==> src/rtl/msdap_alu.sv <==
// msdap_alu: per-channel MSDAP filter datapath (Rj walk, accumulate, shift-add).
// Define MSDAP_ALU_SAT_EN to saturate the group accumulator u instead of wrapping.
module msdap_alu (
  input  logic        clk,
  input  logic        rst_n,
  input  logic        start,
  input  logic [7:0]  newest_addr,
  input  logic        sample_wr,
  input  logic        clear,
  output logic [3:0]  rj_addr,
  input  logic [15:0] rj_data,
  output logic [8:0]  coeff_addr,
  input  logic [15:0] coeff_data,
  output logic [7:0]  data_addr,
  input  logic [15:0] data_in,
  output logic [39:0] y_out,
  output logic        busy,
  output logic        done
);
  localparam logic [2:0] S_IDLE  = 3'd0;
  localparam logic [2:0] S_LOAD  = 3'd1;
  localparam logic [2:0] S_ACC   = 3'd2;
  localparam logic [2:0] S_SHIFT = 3'd3;
  localparam logic [2:0] S_DONE  = 3'd4;

  logic [2:0]  r_state;
  logic [8:0]  r_scnt;
  logic [8:0]  r_cnt;
  logic [8:0]  r_ptr;
  logic [7:0]  r_newest;
  logic [3:0]  r_j;
  logic [39:0] r_y;
  logic [39:0] r_u;
  logic [39:0] r_yout;

  logic [7:0]  w_k;
  logic        w_take;
  logic [39:0] w_x40;
  logic [39:0] w_u_nxt;
  logic [40:0] w_ysum;
  logic [39:0] w_y_nxt;
  logic        w_unused;

  assign w_k     = coeff_data[7:0];
  assign w_take  = ({1'b0, w_k} < r_scnt);
  assign w_x40   = {{8{data_in[15]}}, data_in, 16'h0};
  assign w_ysum  = {r_y[39], r_y} + {r_u[39], r_u};
  assign w_y_nxt = w_ysum[40:1];

`ifdef MSDAP_ALU_SAT_EN
  logic [40:0] w_usum;
  assign w_usum = coeff_data[8]
    ? {r_u[39], r_u} - {w_x40[39], w_x40}
    : {r_u[39], r_u} + {w_x40[39], w_x40};
  // clamp the 41-bit sum into the signed 40-bit range
  always_comb begin
    w_u_nxt = w_usum[39:0];
    if (w_usum[40] != w_usum[39])
      w_u_nxt = w_usum[40] ? {1'b1, 39'h0}
                           : {1'b0, {39{1'b1}}};
  end
`else
  assign w_u_nxt = coeff_data[8] ? r_u - w_x40
                                 : r_u + w_x40;
`endif

  assign w_unused = ^{rj_data[15:9], coeff_data[15:9],
                      w_ysum[0]};

  assign rj_addr    = r_j;
  assign coeff_addr = r_ptr;
  assign data_addr  = (r_state == S_ACC) ? r_newest - w_k
                                         : 8'd0;
  assign y_out      = r_yout;
  assign busy       = (r_state != S_IDLE);
  assign done       = (r_state == S_DONE);

  // count of samples in the data memory, saturating at 256
  always_ff @(posedge clk or negedge rst_n) begin
    if (!rst_n)
      r_scnt <= '0;
    else if (clear)
      r_scnt <= '0;
    else if (sample_wr && r_scnt != 9'd256)
      r_scnt <= r_scnt + 9'd1;
  end

  // group walk: load count, accumulate terms, shift-add, publish
  always_ff @(posedge clk or negedge rst_n) begin
    if (!rst_n) begin
      r_state  <= S_IDLE;
      r_cnt    <= '0;
      r_ptr    <= '0;
      r_newest <= '0;
      r_j      <= '0;
      r_y      <= '0;
      r_u      <= '0;
      r_yout   <= '0;
    end else if (clear) begin
      r_state <= S_IDLE;
    end else begin
      unique case (r_state)
        S_IDLE: begin
          if (start) begin
            r_newest <= newest_addr;
            r_y      <= '0;
            r_u      <= '0;
            r_j      <= '0;
            r_ptr    <= '0;
            r_state  <= S_LOAD;
          end
        end
        S_LOAD: begin
          r_cnt   <= rj_data[8:0];
          r_state <= (rj_data[8:0] == 9'd0) ? S_SHIFT
                                            : S_ACC;
        end
        S_ACC: begin
          if (w_take)
            r_u <= w_u_nxt;
          r_ptr <= r_ptr + 9'd1;
          r_cnt <= r_cnt - 9'd1;
          if (r_cnt == 9'd1)
            r_state <= S_SHIFT;
        end
        S_SHIFT: begin
          r_y <= w_y_nxt;
          r_u <= '0;
          if (r_j == 4'd15) begin
            r_yout  <= w_y_nxt;
            r_state <= S_DONE;
          end else begin
            r_j     <= r_j + 4'd1;
            r_state <= S_LOAD;
          end
        end
        S_DONE:  r_state <= S_IDLE;
        default: r_state <= S_IDLE;
      endcase
    end
  end
endmodule

==> config.mk <==
export PLATFORM = sky130hd
export DESIGN_NAME = msdap_alu
export DESIGN_NICKNAME = d
export VERILOG_FILES = /design/src/rtl/msdap_alu.sv
export SDC_FILE = /design/constraint.sdc
export NUM_CORES = 1
export LEC_CHECK = 0
export BUFFER_PORTS_ARGS = -buffer_cell sky130_fd_sc_hd__buf_2
export CAP_MARGIN = 20
export CORE_ASPECT_RATIO = 0.8
export CORE_MARGIN = 2
export CORE_UTILIZATION = 50
export CTS_BUF_LIST = sky130_fd_sc_hd__clkbuf_8
export DETAILED_ROUTE_END_ITERATION = 8
export PLACE_DENSITY = 0.71
export SYNTH_ARGS = -nofsm -noshare
export SYNTH_HDL_FRONTEND = slang
export SYNTH_SLANG_ARGS = --single-unit
==> constraint.sdc <==
create_clock -name clk -period 7.95 [get_ports clk]
set_clock_uncertainty 0.15 [all_clocks]
set_input_delay 0.3975 -clock clk [delete_from_list [all_inputs] [get_ports clk]]
set_output_delay 0.3975 -clock clk [all_outputs]
set_load 0.02 [all_outputs]
Word level (Yosys, flattened, before mapping)

Index checks and enable logic that the tools add are counted.

$add $sub $neg: 8
Order comparisons: 1
Equality and inequality tests: 12
Multiplexer cells: 20
Bitwise gates (word level): 1
Reduce and logical (&&, ||, !) cells: 17

Operators by type and width:

| kind                | number |
|---|---|
| $mux 40             | 3 |
| $pmux 40 s3         | 1 |
| $pmux 40 s2         | 1 |
| $add 40x40->41      | 1 |
| $add 40x40->40      | 1 |
| $sub 40x40->40      | 1 |
| $pmux 9 s2          | 2 |
| $mux 9              | 3 |
| $add 9x1->9 const B | 2 |
| $mux 3              | 4 |
| $pmux 3 s4          | 1 |
| $reduce_and 3->1    | 4 |
| $eq 9x1->1 const B  | 1 |
| $logic_not 9->1     | 1 |
| $lt 8x9->1          | 1 |
| $ne 9x9->1 const B  | 1 |
| $sub 9x1->9 const B | 1 |
| $mux 4              | 2 |
| $mux 8              | 1 |
| $pmux 4 s2          | 1 |
| $reduce_and 4->1    | 2 |
| $reduce_bool 2->1   | 4 |
| $sub 8x8->8         | 1 |
| $eq 3x2->1 const B  | 2 |
| 13 further kinds    | 17 |

Register bits: 162
Bits of input ports: 61
Logic and storage cells: 68

Logic depth before layout (Yosys ltp)

Depth after elaboration: 4
Mapped depth: 15
Depth with buffers taken out: 15

Worst setup path after synthesis

OpenSTA, ideal clock, no wires.

Path type: input -> register
Start point: input data_in[5]
End point: register r_u[39]
Setup time: 0.078 ns
Arrival time: 3.261 ns
Setup slack: 4.461 ns
Cell stages on the path: 15
Buffers on the path: 0
Cell sequence: nor4_1 > nor2b_2 > and3_1 > nor2_1 > xnor2_1 > ha_1 > and3_1 > o21a_1 > nor2_1 > a21oi_2 > a41o_1 > a21oi_1 > or3_1 > a2111oi_2 > o21bai_1

Word-level cells in the longest chain between the ends: 4
Elaborated cells on any way between the ends: 5
Those cells by class: add/sub (2); mux (3)

RTL lines:

| what                                             | line   | RTL |
|---|---|---|
| start: declaration                               | 15     | `input logic [15:0] data_in,` |
| $add 40x40->40 or $sub 40x40->40 (tied branches) | 64, 63 |  |
| $mux 40 *                                        | 63     | `assign w_u_nxt = coeff_data[8] ? r_u - w_x40` |
| $mux 40 *                                        | 119    | `if (w_take)` |
| $pmux 40 s3 *                                    | 102    | `unique case (r_state)` |
| end signal: assignment                           | 120    | `r_u <= w_u_nxt;` |
| end: declaration                                 | 33     | `logic [39:0] r_u;` |

Every way passes the cells marked *; elsewhere a longest branch is shown, timed or not. The select of a mux whose other input is x is not followed.
A chain may end at the register's enable or synchronous reset.

Worst setup path after layout

Same ends and word-level chain as after synthesis.

==> impl_metrics.json <==
{
  "fillCellCount": 1649,
  "synth_area_mm2": 0.00919,
  "drtIter0Drc": 574,
  "crit_end": "r_u[39]$_DFFE_PN0P_",
  "layout_common_cells": "nand2_1 (164), dfrtp_1 (145), buf_2 (108)",
  "end_kind": "flop",
  "avgSynthCellArea_um2": 8.71,
  "cts_setup_buffers": 0,
  "cts.sinks": 145,
  "grt-ovfl-total": 0,
  "dieArea_mm2": 0.0195,
  "clk_pin_slew_worst_paths_ns": 0.08,
  "crit_path_top_delay_cell": "nor4_1",
  "cp.arrival_ns": 3.88,
  "grt_max_degree": 77,
  "cpPeakStageDelay_ns": 0.39,
  "cts_resized": 0,
  "die_y_um": 125,
  "fin_tns_setup_ns": 0,
  "post_drt_wl_per_cell_um": 15.5,
  "ant_nets": 0,
  "synth-main-ff-cell": "dfrtp_1",
  "grt_usage": 0.227,
  "r2r_slack_ns": 4.75,
  "die_w_um": 156,
  "hold-worst-slack_ns": 0.0642,
  "area_growth_pct": 13.7,
  "crit_family": "simple AND/OR/NAND/NOR gates",
  "syn_nets": 1188,
  "dp_hpwl_um": 15900,
  "crit_required_ns": 8.16,
  "total_power_mw": 2.03,
  "rr_startpoint": "r_u[16]$_DFFE_PN0P_",
  "drt-total-wl_um": 21700,
  "ys_seq_area_frac": 0.395,
  "cts_tree": "built",
  "cp_max_fo": 6,
  "rows": 44,
  "synth_cell_types": 66,
  "fin_crit_ns": 3.67,
  "syn_inst": 1055,
  "port_buffers": 109,
  "final_cell_area_mm2": 0.0105,
  "htree_num_levels": 4,
  "antenna_found_initial": 0,
  "finalCritPeriodShare": 0.461,
  "fmax_mhz": 273,
  "worst_pin_slew_ns": 0.867,
  "root_buffer": "clkbuf_8",
  "cp_cell_sequence": "buf_2 > nor4_1 > nor2b_2 > and3_1 > a21oi_2 > xnor2_1 > ha_1 > nand2_1 > nor2_1 > nand2_1 > a21oi_1 > a41o_1 > a21oi_1 > or3_1 > a2111oi_2 > o21bai_1",
  "drv_cap": 0,
  "grt_setup_unrepaired": "false",
  "place_area_mm2": 0.00994,
  "io_pins": 124,
  "reg2reg_depth": 12,
  "critPathKind": "in2reg",
  "numCtsBuffers": 17,
  "crit_buf_inv": 1,
  "outcome": "finished clean",
  "maxSlewHeadroom": 0.422,
  "final_nets": 1292,
  "initial_core_util": 0.509,
  "hold_class": "in2reg",
  "synthArstFlopShare": 1.00,
  "final_common_cell": "nand2_1",
  "synth_warnings": 0,
  "via_per_inst": 5.63,
  "hold_viol_final": 0,
  "ir_drop_v": 0.000159,
  "antenna_cells": 0,
  "slew_violations": 0,
  "grt_pass1_vias": 7285,
  "drive_above_1_share": 0.137,
  "drtPass1Iterations": 6,
  "power_density_mw_per_mm2": 194,
  "synth_edf_count": 0,
  "startpoint": "data_in[5]",
  "ctsHoldBuffers": 9,
  "clockBufferDepth": 2,
  "ys_ff_latch": 145,
  "crit_path_start_kind": "primary input",
  "drc": 0,
  "p_leak_nw": 5.36,
  "setup_viol": 0,
  "coreArea_mm2": 0.0181,
  "reg2reg_to": "r_u[38]$_DFFE_PN0P_",
  "worstSkewPairLatency_ns": 0.45,
  "place_congestion": 0.872,
  "grt_first_pass_wirelength_um": 36000,
  "num_vias": 7890,
  "cp_num_cells": 16
}
worst min-delay path: stages:
cell	delay (ns)
buf_2	0.09
o21ai_0	0.08
nand2_1	0.06
area by class of cell:
cell class	count	area, um2	share of cell area
flip-flops and latches	145	3630	0.347
inverters	42	158	0.0151
well taps	230	288	0.0275
multi-input cells	825	5250	0.502
clock buffers	18	248	0.0237
clock inverters	14	153	0.0146
repair buffers	128	729	0.0698
cell families after synthesis:
family                     synth area share
xor gates and xnor gates             0.0667
DFF                                   0.395
and+or+nand+nor                       0.197
other                              0.000408
AOI/OAI and AO/OA                     0.196
adders and majority gates            0.0996
buffers and inverters                0.0348
muxes                                0.0112
metal layers:
layer  wire length, um  up-vias  part of all wire  track usage
met3              1070       18             0.049       0.0409
met2              9300      198              0.43        0.339
li1                  -     3970                 -            -
met5                 0        -                 0            0
met1             11100     3704              0.51        0.344
met4               202        0            0.0093       0.0502
sequential cells by signal, summed over array words and instances (netlist names):
name / count
r_scnt: 9
r_newest: 8
r_cnt: 9
r_y: 39
rj_addr: 4
coeff_addr: 9
r_u: 24
r_state: 3
y_out: 40
cell usage after synthesis (all sizes together) (12+ instances only):
library cell | count | area, um2
nor3 | 19 | 95.1
a21o | 35 | 263
or3 | 12 | 75.1
nor2b | 12 | 77.6
ha | 70 | 876
a22o | 15 | 131
a21oi | 66 | 338
inv | 41 | 154
xnor2 | 42 | 368
o21ai | 90 | 454
xor2 | 28 | 245
dfrtp | 145 | 3630
nand3 | 50 | 250
nand4 | 16 | 100
nor2 | 67 | 251
nand2b | 13 | 81.3
nand2 | 164 | 616
clkbuf | 39 | 146
metrics by stage:
stage	std cells	util	setup WS, ns
after floorplan	1055	-	4.46
after global placement	1360	0.550	3.95
after detailed placement	1360	0.550	3.90
after CTS	1401	0.578	4.12
after global routing	1402	0.579	4.00
final	1402	0.579	4.28
report_power, final:
part | switching [mW] | internal (mW)
Combinational | 0.337 | 0.233
Clock | 0.299 | 0.292
Sequential | 0.0704 | 0.800
Total | 0.706 | 1.33
how the worst min path moves through the flow:
stage / startpoint / endpoint / slack, ns / depth (start not counted)
CTS: rj_data[3] / r_cnt[3]$_DFFE_PN0P_ / 0.04 / 3
floorplan: rst_n / coeff_addr[0]$_DFFE_PN0P_ / -0.05 / 0
detailed placement: y_out[10]$_DFFE_PN0P_ / y_out[10]$_DFFE_PN0P_ / 0.31 / 2
global placement: y_out[14]$_DFFE_PN0P_ / y_out[14]$_DFFE_PN0P_ / 0.30 / 2
finish: rj_data[3] / r_cnt[3]$_DFFE_PN0P_ / 0.06 / 3
global route: rj_data[3] / r_cnt[3]$_DFFE_PN0P_ / 0.05 / 3
Power figures use the tool's default switching activity.
